==> src/rtl/vend_pkg.sv <==
// vend_pkg: shared state encoding, coin codes, coin values and price table for the vending controller
package vend_pkg;
  typedef enum logic [2:0] {IDLE, CREDIT, CHECK, VEND, CHANGE} state_t;
  typedef enum logic [1:0] {COIN_500, COIN_1000, COIN_2000, COIN_5000} coin_t;
  localparam logic [15:0] PRICE [8] = '{16'd500, 16'd1000, 16'd1500, 16'd2000,
                                        16'd2500, 16'd3000, 16'd4000, 16'd5000};
  function automatic logic [15:0] coin_value(input logic [1:0] code);
    return code == COIN_5000 ? 16'd5000 :
           code == COIN_2000 ? 16'd2000 :
           code == COIN_1000 ? 16'd1000 : 16'd500;
  endfunction
endpackage

==> src/rtl/vend_transaction_ctrl_if.sv <==
// vend_transaction_ctrl_if: front-end, inventory and payout signals of the transaction controller
interface vend_transaction_ctrl_if;
  logic        coin_valid;
  logic [1:0]  coin;
  logic        select_valid;
  logic [2:0]  product_id;
  logic        cancel;
  logic        stock_empty;
  logic        change_ready;
  logic [15:0] credit;
  logic [2:0]  state;
  logic [2:0]  vend_id;
  logic        did_buy;
  logic        coin_reject;
  logic        err_sold_out;
  logic        err_funds;
  logic        change_valid;
  logic [1:0]  change_coin;
  logic        timeout;
  modport master (
    output coin_valid, coin, select_valid, product_id, cancel, stock_empty, change_ready,
    input  credit, state, vend_id, did_buy, coin_reject, err_sold_out, err_funds,
           change_valid, change_coin, timeout
  );
  modport slave (
    input  coin_valid, coin, select_valid, product_id, cancel, stock_empty, change_ready,
    output credit, state, vend_id, did_buy, coin_reject, err_sold_out, err_funds,
           change_valid, change_coin, timeout
  );
endinterface

==> src/rtl/vend_transaction_ctrl_change_select.sv <==
// change_select: greedy pick of the largest coin not exceeding the remaining credit
module change_select
  import vend_pkg::*;
(
  input  logic [15:0] credit_i,
  output logic [1:0]  code_o,
  output logic [15:0] value_o
);
  always_comb begin
    code_o  = credit_i >= 16'd5000 ? COIN_5000 :
              credit_i >= 16'd2000 ? COIN_2000 :
              credit_i >= 16'd1000 ? COIN_1000 : COIN_500;
    value_o = coin_value(code_o);
  end
endmodule

==> src/rtl/vend_transaction_ctrl.sv <==
// vend_transaction_ctrl: credit/select/vend/change sequencer.
// Define VEND_TIMEOUT_EN to refund automatically after TIMEOUT_CYCLES idle cycles in CREDIT.
module vend_transaction_ctrl
  import vend_pkg::*;
#(
  parameter logic [15:0] CREDIT_MAX     = 16'd20000,
  parameter logic [15:0] TIMEOUT_CYCLES = 16'd1000
) (
  input logic                    clk,
  input logic                    reset,
  vend_transaction_ctrl_if.slave bus
);
  state_t      state_q, state_d;
  logic [15:0] credit_q, credit_d;
  logic [2:0]  vend_id_q, vend_id_d;
  logic [15:0] coin_val, coin_sum, price, chg_value;
  logic [1:0]  chg_code;
  logic        coin_reject, err_sold_out, err_funds, timeout_pulse, expired;
  assign coin_val = coin_value(bus.coin);
  assign coin_sum = credit_q + coin_val;
  assign price    = PRICE[vend_id_q];
  change_select u_chg (.credit_i(credit_q), .code_o(chg_code), .value_o(chg_value));
`ifdef VEND_TIMEOUT_EN
  logic [15:0] idle_q, idle_d;
  assign idle_d  = (state_q != CREDIT || bus.coin_valid || bus.select_valid || bus.cancel)
                   ? '0 : idle_q + 16'd1;
  assign expired = idle_q == TIMEOUT_CYCLES - 16'd1;
  always_ff @(posedge clk) idle_q <= reset ? '0 : idle_d;
`else
  logic unused_timeout;
  assign unused_timeout = ^TIMEOUT_CYCLES;
  assign expired        = 1'b0;
`endif
  always_comb begin
    state_d       = state_q;
    credit_d      = credit_q;
    vend_id_d     = vend_id_q;
    coin_reject   = 1'b0;
    err_sold_out  = 1'b0;
    err_funds     = 1'b0;
    timeout_pulse = 1'b0;
    case (state_q)
      IDLE: begin
        credit_d = bus.coin_valid ? coin_val : credit_q;
        state_d  = bus.coin_valid ? CREDIT : IDLE;
      end
      CREDIT: begin
        // cancel beats coin beats select beats timeout
        if (bus.cancel) begin
          coin_reject = bus.coin_valid;
          state_d     = CHANGE;
        end else if (bus.coin_valid) begin
          coin_reject = coin_sum > CREDIT_MAX;
          credit_d    = coin_reject ? credit_q : coin_sum;
        end else if (bus.select_valid) begin
          vend_id_d = bus.product_id;
          state_d   = CHECK;
        end else if (expired) begin
          timeout_pulse = 1'b1;
          state_d       = CHANGE;
        end
      end
      CHECK: begin
        coin_reject  = bus.coin_valid;
        err_sold_out = bus.stock_empty;
        err_funds    = !bus.stock_empty && credit_q < price;
        state_d      = (bus.stock_empty || credit_q < price) ? CREDIT : VEND;
      end
      VEND: begin
        coin_reject = bus.coin_valid;
        credit_d    = credit_q - price;
        state_d     = credit_q != price ? CHANGE : IDLE;
      end
      CHANGE: begin
        coin_reject = bus.coin_valid;
        credit_d    = (bus.change_ready && credit_q != 0) ? credit_q - chg_value : credit_q;
        state_d     = credit_d == 0 ? IDLE : CHANGE;
      end
      default: state_d = IDLE;
    endcase
  end
  always_ff @(posedge clk) begin
    if (reset) begin
      state_q   <= IDLE;
      credit_q  <= '0;
      vend_id_q <= '0;
    end else begin
      state_q   <= state_d;
      credit_q  <= credit_d;
      vend_id_q <= vend_id_d;
    end
  end
  assign bus.credit       = credit_q;
  assign bus.state        = state_q;
  assign bus.vend_id      = vend_id_q;
  assign bus.did_buy      = state_q == VEND;
  assign bus.coin_reject  = coin_reject;
  assign bus.err_sold_out = err_sold_out;
  assign bus.err_funds    = err_funds;
  assign bus.change_valid = state_q == CHANGE && credit_q != 0;
  assign bus.change_coin  = chg_code;
  assign bus.timeout      = timeout_pulse;
endmodule

==> src/flat_wrapper.sv <==
// flat-port wrapper written by rule: the top's interface ports become plain ports
module vend_transaction_ctrl_flat import vend_pkg::*;
#(
  parameter logic [15:0] CREDIT_MAX     = 16'd20000,
  parameter logic [15:0] TIMEOUT_CYCLES = 16'd1000
)
  (clk, reset, bus_coin_valid, bus_coin, bus_select_valid, bus_product_id, bus_cancel, bus_stock_empty, bus_change_ready, bus_credit, bus_state, bus_vend_id, bus_did_buy, bus_coin_reject, bus_err_sold_out, bus_err_funds, bus_change_valid, bus_change_coin, bus_timeout);
  vend_transaction_ctrl_if bus_i ();
  input logic clk;
  input logic reset;
  input wire logic [$bits(bus_i.coin_valid)-1:0] bus_coin_valid;
  input wire logic [$bits(bus_i.coin)-1:0] bus_coin;
  input wire logic [$bits(bus_i.select_valid)-1:0] bus_select_valid;
  input wire logic [$bits(bus_i.product_id)-1:0] bus_product_id;
  input wire logic [$bits(bus_i.cancel)-1:0] bus_cancel;
  input wire logic [$bits(bus_i.stock_empty)-1:0] bus_stock_empty;
  input wire logic [$bits(bus_i.change_ready)-1:0] bus_change_ready;
  output wire logic [$bits(bus_i.credit)-1:0] bus_credit;
  output wire logic [$bits(bus_i.state)-1:0] bus_state;
  output wire logic [$bits(bus_i.vend_id)-1:0] bus_vend_id;
  output wire logic [$bits(bus_i.did_buy)-1:0] bus_did_buy;
  output wire logic [$bits(bus_i.coin_reject)-1:0] bus_coin_reject;
  output wire logic [$bits(bus_i.err_sold_out)-1:0] bus_err_sold_out;
  output wire logic [$bits(bus_i.err_funds)-1:0] bus_err_funds;
  output wire logic [$bits(bus_i.change_valid)-1:0] bus_change_valid;
  output wire logic [$bits(bus_i.change_coin)-1:0] bus_change_coin;
  output wire logic [$bits(bus_i.timeout)-1:0] bus_timeout;
  assign bus_i.coin_valid = bus_coin_valid;
  assign bus_i.coin = bus_coin;
  assign bus_i.select_valid = bus_select_valid;
  assign bus_i.product_id = bus_product_id;
  assign bus_i.cancel = bus_cancel;
  assign bus_i.stock_empty = bus_stock_empty;
  assign bus_i.change_ready = bus_change_ready;
  assign bus_credit = bus_i.credit;
  assign bus_state = bus_i.state;
  assign bus_vend_id = bus_i.vend_id;
  assign bus_did_buy = bus_i.did_buy;
  assign bus_coin_reject = bus_i.coin_reject;
  assign bus_err_sold_out = bus_i.err_sold_out;
  assign bus_err_funds = bus_i.err_funds;
  assign bus_change_valid = bus_i.change_valid;
  assign bus_change_coin = bus_i.change_coin;
  assign bus_timeout = bus_i.timeout;
  vend_transaction_ctrl #(.CREDIT_MAX(CREDIT_MAX), .TIMEOUT_CYCLES(TIMEOUT_CYCLES)) u_core (.clk(clk), .reset(reset), .bus(bus_i));
endmodule
==> config.mk <==
export PLATFORM = sky130hd
export DESIGN_NAME = vend_transaction_ctrl_flat
export DESIGN_NICKNAME = d
export VERILOG_FILES = /design/src/rtl/vend_pkg.sv /design/src/rtl/vend_transaction_ctrl_if.sv /design/src/rtl/vend_transaction_ctrl_change_select.sv /design/src/rtl/vend_transaction_ctrl.sv /design/src/flat_wrapper.sv
export SDC_FILE = /design/constraint.sdc
export NUM_CORES = 1
export LEC_CHECK = 0
export CELL_PAD_IN_SITES_DETAIL_PLACEMENT = 2
export CELL_PAD_IN_SITES_GLOBAL_PLACEMENT = 2
export CORE_MARGIN = 10
export CORE_UTILIZATION = 36
export CTS_BUF_LIST = sky130_fd_sc_hd__clkbuf_2
export CTS_CLUSTER_SIZE = 25
export DETAILED_ROUTE_END_ITERATION = 7
export GPL_TIMING_DRIVEN = 0
export PLACE_DENSITY_LB_ADDON = 0.1
export RECOVER_POWER = 100
export SYNTH_ARGS = -nofsm -noshare
export SYNTH_HDL_FRONTEND = slang
export SYNTH_SLANG_ARGS = --single-unit
==> constraint.sdc <==
create_clock -name clk -period 7.4 [get_ports clk]
set_clock_uncertainty 0.05 [all_clocks]
set_input_delay 1.48 -clock clk [delete_from_list [all_inputs] [get_ports clk]]
set_output_delay 1.48 -clock clk [all_outputs]
set_load 0.05 [all_outputs]
-- Word-level counts from Yosys, hierarchy flattened
Memories as Yosys holds them, arrays and structs flattened.
Cells that the tools add are included.
- equality and inequality tests: 17
- magnitude comparators: 6
- bitwise operators: 3
- reduce and logical (&&, ||, !) cells: 13
- $add $sub $neg: 3
- multiplexer cells: 30
- operator list (operator ; count):
    $mux 16 ; 9
    $pmux 16 s4 ; 1
    $mux 10 ; 2
    $add 16x16->16 ; 1
    $ge 16x10->1 const B ; 1
    $ge 16x11->1 const B ; 1
    $ge 16x13->1 const B ; 1
    $gt 16x15->1 const B ; 1
    $logic_not 16->1 ; 1
    $lt 16x16->1 ; 1
    $ne 16x16->1 ; 1
    $reduce_bool 16->1 ; 1
    $sub 16x13->16 ; 1
    $sub 16x16->16 ; 1
    $mux 3 ; 5
    $pmux 3 s5 ; 1
    $mux 13 ; 1
    $mux 11 ; 1
    $eq 2x2->1 const B ; 4
    $ne 2x2->1 const B ; 4
    $eq 3x2->1 const B ; 2
    $mux 1 ; 6
    $mux 2 ; 3
    $ne 3x3->1 const B ; 2
    other kinds (16) ; 20
- word-level logic and storage cells: 76
- ROM bits: 128
- register bits: 22
- memories kept: 1
- output and inout bits: 30
- memories (memory ; words ; bits a word ; rd ports ; clocked after Yosys merged registers in ; write ports ; line ; source):
    (no name shown) ; 8 ; 16 ; 1 ; 0 ; 0 ; vend_transaction_ctrl.sv:21 ; assign price = PRICE[vend_id_q];

-- Logic depth before layout (Yosys ltp)
- depth in word-level cells: 13
- depth in mapped cells: 18

-- By module
From an unflattened synthesis, not the netlist that was laid out.
- cells, all modules: 555
- area, all modules: 3881.2 µm²
- by module, submodules not included (module ; area each (µm²) ; cells each ; seq. area each (µm²) ; instances):
    vend_transaction_ctrl ; 3669.8 ; 525 ; 440.4 ; 1
    change_select ; 211.5 ; 30 ; 0.0 ; 1

-- Least setup slack after synthesis
No wires, ideal clock.
- path kind: register to register
- start: reg u_core.credit_q[7], in the netlist u_core.bus.credit[7]
- end: reg u_core.state_q[2], in the netlist u_core.bus.state[2]
- library setup time: 0.124 ns
- buffers on the path: 2
- period minus slack after synthesis: 6.199 ns
- arrival time: 6.026 ns
- stages on the path, launching flop included: 17
- setup slack: 1.201 ns
- path through: dfxtp_1 -> buf_2 -> and2_0 -> clkbuf_1 -> nand3_1 -> o21ai_0 -> o21ai_0 -> ha_1 -> nor2b_1 -> o31a_1 -> nor2_1 -> o21ai_0 -> a2111oi_0 -> xnor2_1 -> nor2_1 -> nor4_1 -> a21oi_1
- elaborated cells on any way between the ends: 21
- classes of those cells: add/sub: 1; order compare: 3; eq/ne: 4; mux: 10; reduce/logical: 3
- RTL lines (element ; line ; source):
    start: declaration ; vend_transaction_ctrl.sv:14 ; logic [15:0] credit_q, credit_d;
    start signal: assignment ; vend_transaction_ctrl.sv:89 ; credit_q <= credit_d;
    $ge 16x11->1 ; vend_transaction_ctrl_change_select.sv:11 ; credit_i >= 16'd2000 ? COIN_2000 :
    $mux 2 ; vend_transaction_ctrl_change_select.sv:11 ;
    $mux 2 (*) ; vend_transaction_ctrl_change_select.sv:10 ; code_o = credit_i >= 16'd5000 ? COIN_5000 :
    via bus_change_coin[1] ; flat_wrapper.sv:26 ; output wire logic [$bits(bus_i.change_coin)-1:0] bus_change_coin;
    $eq 2x1->1 ; vend_pkg.sv:10 ; code == COIN_1000 ? 16'd1000 : 16'd500;
    $mux 10 ; vend_pkg.sv:10 ;
    $mux 11 ; vend_pkg.sv:9 ; code == COIN_2000 ? 16'd2000 :
    $mux 13 (*) ; vend_pkg.sv:8 ; return code == COIN_5000 ? 16'd5000 :
    $sub 16x13->16 (*) ; vend_transaction_ctrl.sv:76 ; credit_d = (bus.change_ready && credit_q != 0) ? credit_q - chg_value : credit_q;
    $mux 16 (*) ; vend_transaction_ctrl.sv:76 ;
    $logic_not 16->1 (*) ; vend_transaction_ctrl.sv:77 ; state_d = credit_d == 0 ? IDLE : CHANGE;
    $mux 3 (*) ; vend_transaction_ctrl.sv:77 ;
    $pmux 3 s5 (*) ; vend_transaction_ctrl.sv:42 ; case (state_q)
    end signal: assignment ; vend_transaction_ctrl.sv:88 ; state_q <= state_d;
    end: declaration ; vend_transaction_ctrl.sv:13 ; state_t state_q, state_d;
Mark *: on every way through the listed nets, which the timed path passes. The rest lies on a longest branch.
A chain may end at the register's enable or synchronous reset.

-- Worst setup path after layout
- start: in bus_coin[0]
- end: out bus_coin_reject
- cells in the longest elaborated chain, start to end: 9
- elaborated cells on any way between the ends: 11
- classes of those cells: add/sub: 1; order compare: 1; eq/ne: 3; mux: 6
- RTL lines (element ; line ; source):
    start: declaration ; flat_wrapper.sv:12 ; input wire logic [$bits(bus_i.coin)-1:0] bus_coin;
    $eq 2x1->1 ; vend_pkg.sv:10 ;
    $mux 10 ; vend_pkg.sv:10 ;
    $mux 16 ; vend_pkg.sv:9 ;
    $mux 16 (*) ; vend_pkg.sv:8 ;
    $add 16x16->16 (*) ; vend_transaction_ctrl.sv:20 ; assign coin_sum = credit_q + coin_val;
    $gt 16x15->1 (*) ; vend_transaction_ctrl.sv:53 ; coin_reject = coin_sum > CREDIT_MAX;
    $mux 1 (*) ; vend_transaction_ctrl.sv:52 ; end else if (bus.coin_valid) begin
    $mux 1 (*) ; vend_transaction_ctrl.sv:49 ; if (bus.cancel) begin
    $pmux 1 s2 (*) ; vend_transaction_ctrl.sv:42 ;
    end: declaration ; flat_wrapper.sv:22 ; output wire logic [$bits(bus_i.coin_reject)-1:0] bus_coin_reject;
Mark *: on every way between the ends. The rest lies on a longest branch, timed or not.

==> summary.txt <==
Run status
  • Status: completed

Timing
  • Max Freq: 140.1 MHz
  • Endpoints failing setup: 0
  • Tcrit/Tclk final: 96.43%
  • Max Slew Vio Count: 0
  • Slew headroom: 53.33%
  • Worst-Margin Slew: 700.0 ps
  • Minimum clock period: 7136 ps
  • Hold Slack: 599.6 ps
  • Final hold vios: 0
  • RSZ-0062 raised after global routing: false

Global routing
  • Largest net degree at the start of global routing: 12
  • Vias in the first global route: 4260
  • GRT overflow: 0
  • First-pass GRT wire length: 24730 µm
  • GR Util All Layers: 21.85%
  • Initial antenna violation count: 0

Logic synthesis
  • Ys flop type: dfxtp_1
  • Gate Count Post-Synth: 470
  • Synthesized flop and latch total: 20
  • Register area share after synthesis: 11.64%
  • Number of synthesized flops with an enable pin: 0
  • Synth Area per Inst: 7.318 µm²
  • Unique masters post-synth: 82
  • Mapped Area: 3440 µm²
  • Ys async rst share: 0%
  • Yosys warns: 0

Detailed routing
  • Post-DRT Antenna Nets: 0
  • Routed WL: 15680 µm
  • Residual DRC count: 0
  • DR pass1 iterations: 5
  • Routed vias: 3985
  • Vias per inst: 6.207
  • Routed WL per cell: 24.43 µm
  • Drt initial violations: 278

Clock tree
  • Worst-Skew Late Latency: 390 ps
  • Hold Buf Count CTS: 0
  • Root buf cell: clkbuf_2
  • CTS tree: done
  • Htree depth: 1
  • CTS Sinks: 20
  • Worst-path clk slew: 280 ps
  • TritonCTS buffer count: 3
  • Bufs on Longest Clock Path: 2
  • Post-CTS sizing: 1
  • Buffer count from post-CTS setup fixing: 0

Setup path
  • FF-to-FF Start: u_core.bus.credit[13]$_SDFFE_PP0P_
  • Data required, critical path: 5870 ps
  • Crit Path Class: input port to output pin
  • Worst EP arrival: 5610 ps
  • FF-to-FF path depth: 15
  • Worst setup EP type: output pin
  • Reg2reg end: u_core.bus.credit[14]$_SDFFE_PP0P_
  • Startpoint Class: input port
  • Reg2Reg Setup Slack: 2200 ps
  • Crit path max fanout: 7

Final layout
  • Ant. Diodes: 0
  • Post-Layout Inst Area: 3963 µm²
  • Layout area overhead: 15.21%
  • Register area: 400.4 µm²
  • Fraction of layout cells with a size suffix above 1: 6.433%
  • Nets: 559
  • Layout fillers: 1127
  • Multi-input logic area: 2799 µm²
  • Final core occ: 42.68%

Power and ir drop
  • Net Sw Frac: 58.46%
  • Comb power frac: 75.9%
  • P_sw: 0.0005261 W
  • Max VDD drop: 0.1186 mV
  • Clk pwr share: 6.6%
  • Sequential share of power: 17.5%
  • PwrDens: 227.1 nW/µm²
  • Internal power: 0.0003738 W
  • Static leakage: 1.583 nW
  • Total power: 0.0008999 W

Worst hold path
  • Hold Crit Class: flip-flop to flip-flop
  • Hold path depth: 2
  • Hold Path End: u_core.bus.vend_id[1]$_SDFFE_PP0P_
  • Min-delay src: u_core.bus.vend_id[1]$_SDFFE_PP0P_

Floorplanning
  • Die H: 117.7 µm
  • Io pins: 42
  • Initial Util: 37.05%
  • Die area: 13860 µm²
  • Site Rows: 35
  • Core area: 9284 µm²
  • Width of the die: 117.7 µm

Place
  • IO Port Bufs: 37
  • Half-perimeter wire length after placement: 12630 µm
  • Routability congestion estimate from global placement: 0.9685
  • Placed inst area: 3979 µm²

Run
  • MaxCap Viol Count: 0
per-layer routing:
layer / vias to the layer above / track usage, % / part of all wire [%]
li1: 1834 / - / -
met1: 1976 / 27.68 / 44
met4: 0 / 4.791 / 2.2
met2: 144 / 37.66 / 48
met5: - / 0 / 0
met3: 31 / 3.549 / 5.6
synthesized netlist by cell type (all sizes together), types with 3 or more instances:
cell     instances  area [µm²]
nor2b            9       56.30
and3             4       25.02
buf             17       110.1
clkbuf          14       52.55
a221oi           4       47.55
o221ai           5       43.79
nor4             8       50.05
nand2b          15       93.84
or3              5       31.28
xnor2           12       105.1
o32ai            3       26.28
o22ai            3       18.77
o21bai           3       22.52
o21ai           35       186.4
a211oi          11       92.58
nor2            51       193.9
a31oi            3       18.77
fa               3       60.06
o21a             9       68.82
xor2            10       95.10
o31a             4       35.03
a21oi           39       210.2
mux2i           12       120.1
and2             6       37.54
nand3           10       50.05
dfxtp           20       400.4
nand2           32       120.1
o31ai            4       35.03
inv             17       63.81
a2111oi          5       50.04
nor3            14       70.07
o211ai           5       42.54
a21o             4       30.03
nand4            6       43.79
ha              30       375.4
worst max-delay path: stages:
cell and delay (ps):
clkdlybuf4s50_1 630, inv_1 150, nand2_1 150, inv_1 100, ha_1 230, fa_1 460
a211o_1 350, a211oi_2 320, mux2i_1 310, o211ai_1 160, a21boi_0 160, and4bb_4 370
o221ai_1 130, and2_0 200, dlygate4sd2_1 420
registers in the layout, indices dropped and copies added (netlist names):
register,count
u_core.bus.credit,14
u_core.bus.state,3
u_core.bus.vend_id,3
cell usage in the layout (no fill, tap or decap), types with 4 or more instances in the layout:
master,instances
dlygate4sd3_1,28
nand2b_1,15
nor2b_1,9
nor4_1,8
mux2i_1,12
nor3_1,14
nand2_1,32
nand4_1,5
buf_2,6
inv_1,17
xor2_1,9
xnor2_1,12
clkdlybuf4s50_1,8
nor2_1,50
a21o_1,4
o31a_1,4
o21ai_1,4
o21a_1,8
o211ai_1,4
and2_1,4
dfxtp_1,20
a211oi_1,9
clkbuf_1,17
o21ai_0,31
buf_4,5
a2111oi_0,4
nand3_1,10
and3_1,4
o221ai_1,5
a21oi_1,38
ha_1,30
or3_1,5
power groups by stage:
stage                     registers (W)  clock network (W)  logic, W
after floorplan                0.000185                  0  0.000440
after global placement         0.000159                  0  0.000659
after detailed placement       0.000160                  0  0.000684
after CTS                      0.000158          0.0000574  0.000688
after global routing           0.000160          0.0000602  0.000743
final                          0.000157          0.0000595  0.000683
cell type report:
cell class,instances,share of cell area [%]
Sequential cell,20,10.10
Timing Repair Buffer,37,9.315
Buffer,31,3.789
Clock inverter,1,0.09473
Tap cell,129,4.073
Clock buffer,3,0.3789
Multi-Input combinational cell,404,70.63
Inverter,17,1.610
metrics by stage:
stage / TNS (ps) / instances / worst slack (ps)
final: 0 / 642 / 264.3
after global routing: 0 / 642 / 77.49
after CTS: 0 / 642 / 251.7
after detailed placement: -4.066 / 638 / -4.066
after global placement: 0 / 638 / 10.00
after floorplan: 0 / 472 / 1201
cells by family after synthesis:
group	synth area share, %
adder cells (fa/ha/maj)	12.66
flip-flops	11.64
other	0.1090
AND/OR/NAND/NOR	25.72
buffers and inverters	6.584
multiplexers	3.820
AO/OA/AOI/OAI	33.65
XOR/XNOR	5.821
worst max-delay path by stage:
stage               slack [ps]                         startpoint  cells after the start                               end
global route                80                        bus_coin[0]                     15                   bus_coin_reject
finish                     260                        bus_coin[0]                     15                   bus_coin_reject
global placement            10                        bus_coin[0]                     15                   bus_coin_reject
CTS                        250                        bus_coin[0]                     15                   bus_coin_reject
detailed placement          -4                        bus_coin[0]                     15                   bus_coin_reject
floorplan                 1200  u_core.bus.credit[7]$_SDFFE_PP0P_                     16  u_core.bus.state[2]$_SDFFE_PP0P_
Note: power is estimated with default switching activity, not from simulation.
